===== src/rtl/mfhwt_output_drain.sv =====
// Purpose: drains the four Buffer2 row FIFOs in row/group order onto one valid/ready word stream.
// Latency: FIFO word reaches oData two cycles after its rdreq; 1 word/cycle sustained with iReady high.
// Backpressure: credit-limited reads keep at most 2 words outstanding; head word and tags hold while stalled.
module mfhwt_output_drain #(
    parameter int DATA_W  = 16,
    parameter int ROW_LEN = 32,
    parameter int GROUPS  = 8
) (
    input  logic                  iClk,
    input  logic                  iReset_n,
    input  logic                  iStart,
    input  logic                  iFlush,
    input  logic [3:0]            iFull_Buffer2,
    input  logic [3:0]            iEmpty_Buffer2,
    input  logic [4*DATA_W-1:0]   iData_Buffer2,
    output logic [3:0]            oRdreq_Buffer2,
    output logic [DATA_W-1:0]     oData,
    output logic                  oValid,
    input  logic                  iReady,
    output logic                  oSof,
    output logic                  oEol,
    output logic                  oFrame_done,
    output logic                  oBusy
);

    localparam int WCNT_W = $clog2(ROW_LEN + 1);
    localparam int GRP_W  = (GROUPS > 1) ? $clog2(GROUPS) : 1;
    localparam int ENT_W  = DATA_W + 2;

    typedef enum logic [1:0] {S_IDLE, S_WAIT, S_DRAIN, S_DONE} state_t;

    state_t              state, state_nxt;
    logic [1:0]          sel;
    logic [WCNT_W-1:0]   word_cnt;
    logic [GRP_W-1:0]    grp_cnt;
    logic                sof_pend;
    logic                inflight, inflight_sof, inflight_eol;
    logic [1:0]          inflight_sel;
    logic [ENT_W-1:0]    q0, q1;
    logic [1:0]          occ;
    logic                pop, push, rd_en, credit_ok, row_last, grp_last;
    logic [DATA_W-1:0]   rd_word;
    logic [ENT_W-1:0]    new_ent;

    assign pop       = oValid & iReady;
    assign push      = inflight;
    // A read may issue only if its word will still fit once everything already committed lands.
    assign credit_ok = (3'(occ) + 3'(inflight)) < (3'd2 + 3'(pop));
    assign row_last  = (word_cnt == WCNT_W'(ROW_LEN - 1));
    assign grp_last  = (grp_cnt == GRP_W'(GROUPS - 1));
    assign rd_en     = (state == S_DRAIN) && !iEmpty_Buffer2[sel] &&
                       (word_cnt < WCNT_W'(ROW_LEN)) && credit_ok;

    assign rd_word = iData_Buffer2[int'(inflight_sel) * DATA_W +: DATA_W];
    assign new_ent = {inflight_sof, inflight_eol, rd_word};

    assign oRdreq_Buffer2 = rd_en ? (4'b0001 << sel) : 4'b0000;
    assign oValid = (occ != 2'd0);
    assign oData  = q0[DATA_W-1:0];
    assign oEol   = oValid & q0[DATA_W];
    assign oSof   = oValid & q0[DATA_W+1];
    assign oBusy  = (state != S_IDLE);

    // State register.
    always_ff @(posedge iClk) begin
        if (!iReset_n) state <= S_IDLE;
        else           state <= state_nxt;
    end

    // Next-state logic and the frame-done pulse, which fires while still in DONE.
    always_comb begin
        state_nxt   = state;
        oFrame_done = 1'b0;
        case (state)
            S_IDLE:  if (iStart) state_nxt = S_WAIT;
            S_WAIT:  if ((&iFull_Buffer2) || iFlush) state_nxt = S_DRAIN;
            S_DRAIN: if (rd_en && row_last && (sel == 2'd3))
                         state_nxt = grp_last ? S_DONE : S_WAIT;
            S_DONE:  if ((occ == 2'd0) && !inflight) begin
                         oFrame_done = 1'b1;
                         state_nxt   = S_IDLE;
                     end
            default: state_nxt = S_IDLE;
        endcase
    end

    // Row/FIFO/group position tracking; only an issued read moves the counters.
    always_ff @(posedge iClk) begin
        if (!iReset_n) begin
            sel      <= 2'd0;
            word_cnt <= '0;
            grp_cnt  <= '0;
            sof_pend <= 1'b0;
        end else begin
            if (state == S_IDLE && iStart) begin
                sel      <= 2'd0;
                word_cnt <= '0;
                grp_cnt  <= '0;
                sof_pend <= 1'b1;
            end
            if (state == S_WAIT && state_nxt == S_DRAIN)
                sel <= 2'd0;
            if (rd_en) begin
                sof_pend <= 1'b0;
                if (row_last) begin
                    word_cnt <= '0;
                    sel      <= sel + 2'd1;
                    if (sel == 2'd3)
                        grp_cnt <= grp_last ? '0 : grp_cnt + GRP_W'(1);
                end else begin
                    word_cnt <= word_cnt + WCNT_W'(1);
                end
            end
        end
    end

    // Remember which FIFO was read and the tags that belong to that word.
    always_ff @(posedge iClk) begin
        if (!iReset_n) begin
            inflight     <= 1'b0;
            inflight_sel <= 2'd0;
            inflight_sof <= 1'b0;
            inflight_eol <= 1'b0;
        end else begin
            inflight <= rd_en;
            if (rd_en) begin
                inflight_sel <= sel;
                inflight_sof <= sof_pend;
                inflight_eol <= row_last;
            end
        end
    end

    // Two-entry output queue; q0 is always the head.
    always_ff @(posedge iClk) begin
        if (!iReset_n) begin
            q0  <= '0;
            q1  <= '0;
            occ <= 2'd0;
        end else begin
            if (push && pop) begin
                if (occ == 2'd1) begin
                    q0 <= new_ent;
                end else begin
                    q0 <= q1;
                    q1 <= new_ent;
                end
            end else if (pop) begin
                q0 <= q1;
            end else if (push) begin
                if (occ == 2'd0) q0 <= new_ent;
                else             q1 <= new_ent;
            end
            occ <= occ + 2'(push) - 2'(pop);
        end
    end

endmodule


===== config.mk =====
export PLATFORM = sky130hd
export DESIGN_NAME = mfhwt_output_drain
export DESIGN_NICKNAME = d
export VERILOG_FILES = /design/src/rtl/mfhwt_output_drain.sv
export SDC_FILE = /design/constraint.sdc
export NUM_CORES = 1
export LEC_CHECK = 0
export ABC_CLOCK_PERIOD_IN_PS = 1900
export CORE_MARGIN = 2
export CORE_UTILIZATION = 42
export DETAILED_ROUTE_END_ITERATION = 16
export GPL_ROUTABILITY_DRIVEN = 0
export PLACE_DENSITY = 0.83
export SLEW_MARGIN = 25
export SYNTH_ARGS = -nofsm -noshare
export SYNTH_HDL_FRONTEND = slang
export SYNTH_SLANG_ARGS = --single-unit
export TNS_END_PERCENT = 20

===== constraint.sdc =====
create_clock -name iClk -period 1.9 [get_ports iClk]
set_input_delay 0.38 -clock iClk [delete_from_list [all_inputs] [get_ports iClk]]
set_output_delay 0.38 -clock iClk [all_outputs]
set_load 0.005 [all_outputs]

# Word-level counts from Yosys, hierarchy flattened
# Index checks and enable logic that the tools add are counted.
# op_classes
n_addsub,7
n_lt_le_gt_ge,3
n_eq_ne,11
shifts,2
muxes,33
bitwise_logic,4
n_reduce_logical,24
# op_table
op,n
two-way mux 18 bit,10
indexed part select 64 x 7 -> 16 bit,1
two-way mux 2 bit,9
two-way mux 6 bit,3
two-way mux 3 bit,5
logical AND 1 bit,9
"equality test 2 bit, second input constant",4
one-hot mux 2 bit (4 select lines),1
AND reduction 4 bit,2
nonzero test 2 bit,4
"adder 6 x 1 -> 6 bit, second input constant",1
"equality test 6 x 5 -> 1 bit, second input constant",1
"< comparator 6 bit, second input constant",1
nonzero test 3 bit,2
"equality test 2 x 1 -> 1 bit, second input constant",2
zero test 2 bit,2
two-way mux 4 bit,1
"!= test 2 x 1 -> 1 bit, second input constant",2
"<< shifter 1 x 2 -> 4 bit, first input constant",1
adder 2 x 1 -> 3 bit,1
"adder 2 x 1 -> 3 bit, first input constant",1
"adder 3 x 1 -> 3 bit, second input constant",1
AND 1 bit,3
"equality test 3 bit, second input constant",1
13 further kinds,16
# word_totals
register_bits,57
in_bits,77

# Logic depth before layout (Yosys ltp)
# logic_depth
depth_word,15
ltp_mapped,9
ltp_nobuf,8

# Worst setup path after synthesis
# Ideal clock, no wire load.
# synth_path
path_kind,reg-to-output
start,register inflight
end,output oRdreq_Buffer2[0]
arrival_time_ns,1.668
t_required_ns,1.520
setup_slack_ns,-0.148
path_stages_with_launch,6
path_buffers,0
path_cell_list,dfxtp_1 ha_1 ha_1 or4_4 nor3_1 and2_1
# synth_between
elab_chain_cells,4
# synth_lines
element,line_no,source
"start, declared",37,"logic inflight, inflight_sof, inflight_eol;"
"start signal, assigned",125,inflight <= rd_en;
adder 2 x 1 -> 3 bit,48,assign credit_ok = (3'(occ) + 3'(inflight)) < (3'd2 + 3'(pop));
< comparator 3 bit,48,
logical AND 1 bit,52,(word_cnt < WCNT_W'(ROW_LEN)) && credit_ok;
two-way mux 4 bit,57,assign oRdreq_Buffer2 = rd_en ? (4'b0001 << sel) : 4'b0000;
"end, declared",16,"output logic [3:0] oRdreq_Buffer2,"
# No other way between the ends.

# Final worst setup path
# layout_path
start,register occ[0]
end,output oRdreq_Buffer2[1]
# layout_between
elab_chain_cells,6
elab_cells_between_ends,7
classes_between,add/sub: 2; order compare: 1; mux: 1; bitwise: 1; reduce/logical: 2
# layout_lines
element,line_no,source
"start, declared",40,logic [1:0] occ;
"start signal, assigned",154,occ <= occ + 2'(push) - 2'(pop);
nonzero test 2 bit,58,assign oValid = (occ != 2'd0);
AND 1 bit,45,assign pop = oValid & iReady;
adder 2 x 1 -> 3 bit,48,
< comparator 3 bit (*),48,
logical AND 1 bit (*),52,
two-way mux 4 bit (*),57,
# Mark *: on every way between the ends. The rest lies on a longest branch, timed or not.

==> impl_metrics.xml <==
<?xml version="1.0" encoding="UTF-8"?>
<metrics>
  <group name="logic_synthesis">
    <metric name="library_cells_used_by_synthesis" unit="">54</metric>
    <metric name="yosysTopAreaCellShare" unit="%">34.9</metric>
    <metric name="mean_instance_size_in_the_synthesized_netlist" unit="µm²">10.0</metric>
    <metric name="synth_commonest_cells" unit="">sky130_fd_sc_hd__dfxtp_1 (57), sky130_fd_sc_hd__mux2i_1 (35), sky130_fd_sc_hd__a21oi_1 (24), sky130_fd_sc_hd__nor2_1 (24), sky130_fd_sc_hd__buf_4 (18)</metric>
    <metric name="post-synth-top-count-cell" unit="">sky130_fd_sc_hd__dfxtp_1</metric>
    <metric name="yosys-top-cells-area" unit="">sky130_fd_sc_hd__dfxtp_1 (35%), sky130_fd_sc_hd__mux4_2 (11%), sky130_fd_sc_hd__mux2i_1 (11%)</metric>
    <metric name="synth_area" unit="µm²">3270</metric>
    <metric name="synthDominantAreaCellType" unit="">sky130_fd_sc_hd__dfxtp_1</metric>
    <metric name="syn-num-nets" unit="">414</metric>
    <metric name="synth_seq_cells" unit="">57</metric>
    <metric name="ys.warnings.count" unit="">0</metric>
    <metric name="number_of_enable_type_register_cells_in_the_synthesized_netlist" unit="">0</metric>
    <metric name="synthFlopType" unit="">sky130_fd_sc_hd__dfxtp_1</metric>
    <metric name="synth_cells" unit="">326</metric>
    <metric name="synth_sequential_area_ratio" unit="%">34.9</metric>
    <metric name="ys_async_sr_fraction" unit="%">0</metric>
  </group>
  <group name="sta">
    <metric name="achievable-frequency" unit="GHz">0.424</metric>
    <metric name="final_setup_skew" unit="ns">0.0149</metric>
    <metric name="finalCritPeriodShare" unit="%">124</metric>
    <metric name="worst_slew_pin_slew" unit="ns">0.552</metric>
    <metric name="finalSetupViolations" unit="">5</metric>
    <metric name="report.final.hold_viol_count" unit="">0</metric>
    <metric name="timing.final.ws_setup" unit="ns">-0.460</metric>
    <metric name="slew-limit-headroom" unit="%">63.0</metric>
    <metric name="timing.setup.tns" unit="ns">-2.03</metric>
    <metric name="whs" unit="ns">0.498</metric>
    <metric name="final_count_of_pins_violating_max_slew" unit="">0</metric>
    <metric name="grt_setup_unrepaired" unit="">yes</metric>
    <metric name="final.min_clock_period" unit="ns">2.36</metric>
  </group>
  <group name="clock_tree">
    <metric name="numClockSinks" unit="">57</metric>
    <metric name="cts.path.max_buffers" unit="">2</metric>
    <metric name="clock_pin_slew_of_the_registers_on_the_worst_case_setup_and_hold_paths" unit="ns">0.07</metric>
    <metric name="tritoncts.num_buffers" unit="">9</metric>
    <metric name="h-tree-depth" unit="">3</metric>
    <metric name="tritoncts" unit="">yes</metric>
    <metric name="clock_insertion_delay_worst_skew" unit="ns">0.34</metric>
    <metric name="root_buffer" unit="">sky130_fd_sc_hd__clkbuf_8</metric>
  </group>
  <group name="critical_path">
    <metric name="worstPathRequired" unit="ns">1.52</metric>
    <metric name="worst-endpoint-arrival" unit="ns">1.98</metric>
    <metric name="path_delay_family" unit="">simple AND/OR/NAND/NOR gates</metric>
    <metric name="crit_chain" unit="">ha_4, ha_4, or4_4, nor3_4, buf_4, and2_4, buf_6</metric>
    <metric name="worstSetupEndpointType" unit="">primary output</metric>
    <metric name="cpMaxStageDelayCell" unit="">sky130_fd_sc_hd__or4_4</metric>
    <metric name="cp_common_cell" unit="">sky130_fd_sc_hd__ha_4</metric>
    <metric name="cp_num_buf_inv" unit="">2</metric>
    <metric name="ws_path_type" unit="">reg -&gt; out</metric>
    <metric name="start_kind" unit="">flip-flop</metric>
    <metric name="cpPeakStageDelay" unit="ns">0.44</metric>
    <metric name="critical_path_peak_fanout" unit="">3</metric>
  </group>
  <group name="final_layout">
    <metric name="register_area" unit="µm²">1150</metric>
    <metric name="n_fill_cell" unit="">612</metric>
    <metric name="multi_input_area" unit="µm²">1940</metric>
    <metric name="final_cells" unit="">547</metric>
    <metric name="post_route_cells_drive_above_1_share" unit="%">24.0</metric>
    <metric name="syn2layout_area_growth" unit="%">48.6</metric>
    <metric name="n_antenna_cell" unit="">0</metric>
    <metric name="layout.nets" unit="">528</metric>
  </group>
  <group name="grt">
    <metric name="first_global_vias" unit="">3225</metric>
    <metric name="grt_util_all_layers" unit="%">22.1</metric>
    <metric name="first_pass_grt_wire_length" unit="µm">14800</metric>
    <metric name="antenna_found_initial" unit="">0</metric>
    <metric name="globalRoute.totalOverflow" unit="">0</metric>
    <metric name="grt_start_max_net_pins" unit="">29</metric>
  </group>
  <group name="floorplan">
    <metric name="chip_width" unit="µm">92.2</metric>
    <metric name="design.die.area" unit="µm²">8510</metric>
    <metric name="start_util" unit="%">42.8</metric>
    <metric name="num_rows" unit="">32</metric>
    <metric name="core_region" unit="µm²">7650</metric>
    <metric name="num_io_pins" unit="">102</metric>
    <metric name="floorplan.die.height" unit="µm">92.2</metric>
  </group>
  <group name="pwr">
    <metric name="static_leakage_power" unit="nW">2.04</metric>
    <metric name="irDropWorstVdd" unit="mV">0.430</metric>
    <metric name="design_power_total" unit="mW">4.30</metric>
    <metric name="cellPowerDensity" unit="nW/µm²">885</metric>
  </group>
  <group name="detailed_routing">
    <metric name="drt-pass1-iter-count" unit="">4</metric>
    <metric name="total_length_of_routed_wires" unit="µm">9090</metric>
    <metric name="dr_total_vias" unit="">3047</metric>
    <metric name="dr.first_iter.drc_count" unit="">184</metric>
    <metric name="wire_per_inst" unit="µm">16.6</metric>
    <metric name="antenna_left" unit="">0</metric>
    <metric name="drt-vias-per-instance" unit="">5.57</metric>
    <metric name="drcViolationCount" unit="">0</metric>
  </group>
  <group name="flow_run">
    <metric name="max_cap_viol_count" unit="">0</metric>
  </group>
  <group name="status">
    <metric name="violations_in_the_final_reports" unit="">setup timing</metric>
    <metric name="run_status" unit="">finished, violations left</metric>
  </group>
  <group name="place">
    <metric name="portBuffers" unit="">101</metric>
    <metric name="place_worst_setup_slack" unit="ns">-0.610</metric>
    <metric name="dp.cells" unit="">525</metric>
    <metric name="place.detailed.hpwl" unit="µm">6490</metric>
  </group>
  <group name="worst_hold_path">
    <metric name="min_path_type" unit="">reg -&gt; reg</metric>
  </group>
</metrics>
==> state kept, by name (all words and copies together) (netlist names), 2 cells and up <==
| name | flops |
|---|---|
| q0 | 18 |
| sel | 2 |
| q1 | 18 |
| inflight_sel | 2 |
| state | 2 |
| grp_cnt | 3 |
| word_cnt | 6 |
| occ | 2 |
==> layout by cell type (no fill, tap or decap), types with 3 or more instances in the layout <==
master / instances
sky130_fd_sc_hd__inv_1: 7
sky130_fd_sc_hd__or3_1: 4
sky130_fd_sc_hd__clkdlybuf4s50_1: 95
sky130_fd_sc_hd__nor2b_1: 6
sky130_fd_sc_hd__a21oi_1: 24
sky130_fd_sc_hd__and2_4: 4
sky130_fd_sc_hd__buf_6: 7
sky130_fd_sc_hd__nand4_1: 5
sky130_fd_sc_hd__o22ai_1: 7
sky130_fd_sc_hd__mux4_2: 16
sky130_fd_sc_hd__nor2_1: 23
sky130_fd_sc_hd__nand3_1: 7
sky130_fd_sc_hd__o31ai_1: 3
sky130_fd_sc_hd__dfxtp_1: 54
sky130_fd_sc_hd__ha_1: 9
sky130_fd_sc_hd__a2111oi_2: 3
sky130_fd_sc_hd__o221ai_1: 8
sky130_fd_sc_hd__nand2_1: 7
sky130_fd_sc_hd__buf_4: 34
sky130_fd_sc_hd__o21a_1: 3
sky130_fd_sc_hd__mux2i_1: 35
sky130_fd_sc_hd__o21ai_0: 12
sky130_fd_sc_hd__buf_12: 3
sky130_fd_sc_hd__nand3b_1: 4
sky130_fd_sc_hd__clkbuf_8: 10
==> what timing repair did <==
| action | CTS | global route |
|---|---|---|
| setup endpoints to repair | 11 | 20 |
| cloned | 0 | 0 |
| setup buffers | 5 | 2 |
| hold buffers | 0 | 0 |
| hold endpoints to repair | 0 | 0 |
| pin swaps | 7 | 5 |
| resized for setup | 34 | 12 |
==> layer usage <==
layer	wire length (µm)	GRT usage, %
met2	4920	39.3
met3	406	3.94
met5	0	0
met1	3540	24.7
met4	228	12.6
==> through the flow <==
stage               util, %  area, µm²
CTS                    62.6       4790
global placement       58.7       4490
global route           63.5       4860
floorplan                 -       3280
finish                 63.5       4860
detailed placement     58.7       4490
==> area by class of cell <==
cell class              count  area share [%]
inverters                   9           0.696
clock inverters             5            1.62
repair buffers            142            28.5
well taps                 102            2.63
flip-flops and latches     57            23.6
clock buffers              11            2.91
multi-input cells         221            40.0
==> worst reg2reg max path, cell delays in order, from the launching register on <==
cell,delay [ns]
sky130_fd_sc_hd__dfxtp_2,0.34
sky130_fd_sc_hd__ha_4,0.17
sky130_fd_sc_hd__ha_4,0.16
sky130_fd_sc_hd__or4_4,0.44
sky130_fd_sc_hd__buf_4,0.20
sky130_fd_sc_hd__nor4_1,0.36
sky130_fd_sc_hd__o21a_1,0.16
==> final timing paths <==
kind | endpoint | cells past startpoint | slack (ns) | startpoint
worst min register to register | grp_cnt[1] | 2 | 0.50 | grp_cnt[1]
worst min-delay path | grp_cnt[1] | 2 | 0.50 | grp_cnt[1]
worst max-delay path | oRdreq_Buffer2[1] | 7 | -0.46 | occ[0]
worst max register to register | word_cnt[5] | 6 | 0.02 | occ[0]
==> logic make-up (layout without fill, tap and decap cells) <==
logic type	Yosys count	in the layout	synth area share, %
compound gates	76	76	15.6
mux	53	53	22.5
simple gates	79	79	14.0
buf+inv	48	167	8.27
fa+ha+maj	11	11	4.21
xor+xnor	2	2	0.536
flops	57	57	34.9
==> report_power, final <==
part | total [mW] | internal (mW) | switching [mW]
sequential | 1.47 | 1.37 | 0.104
clock | 1.27 | 0.772 | 0.496
combinational | 1.56 | 0.864 | 0.694
total | 4.30 | 3.00 | 1.29
Power figures use the tool's default switching activity.
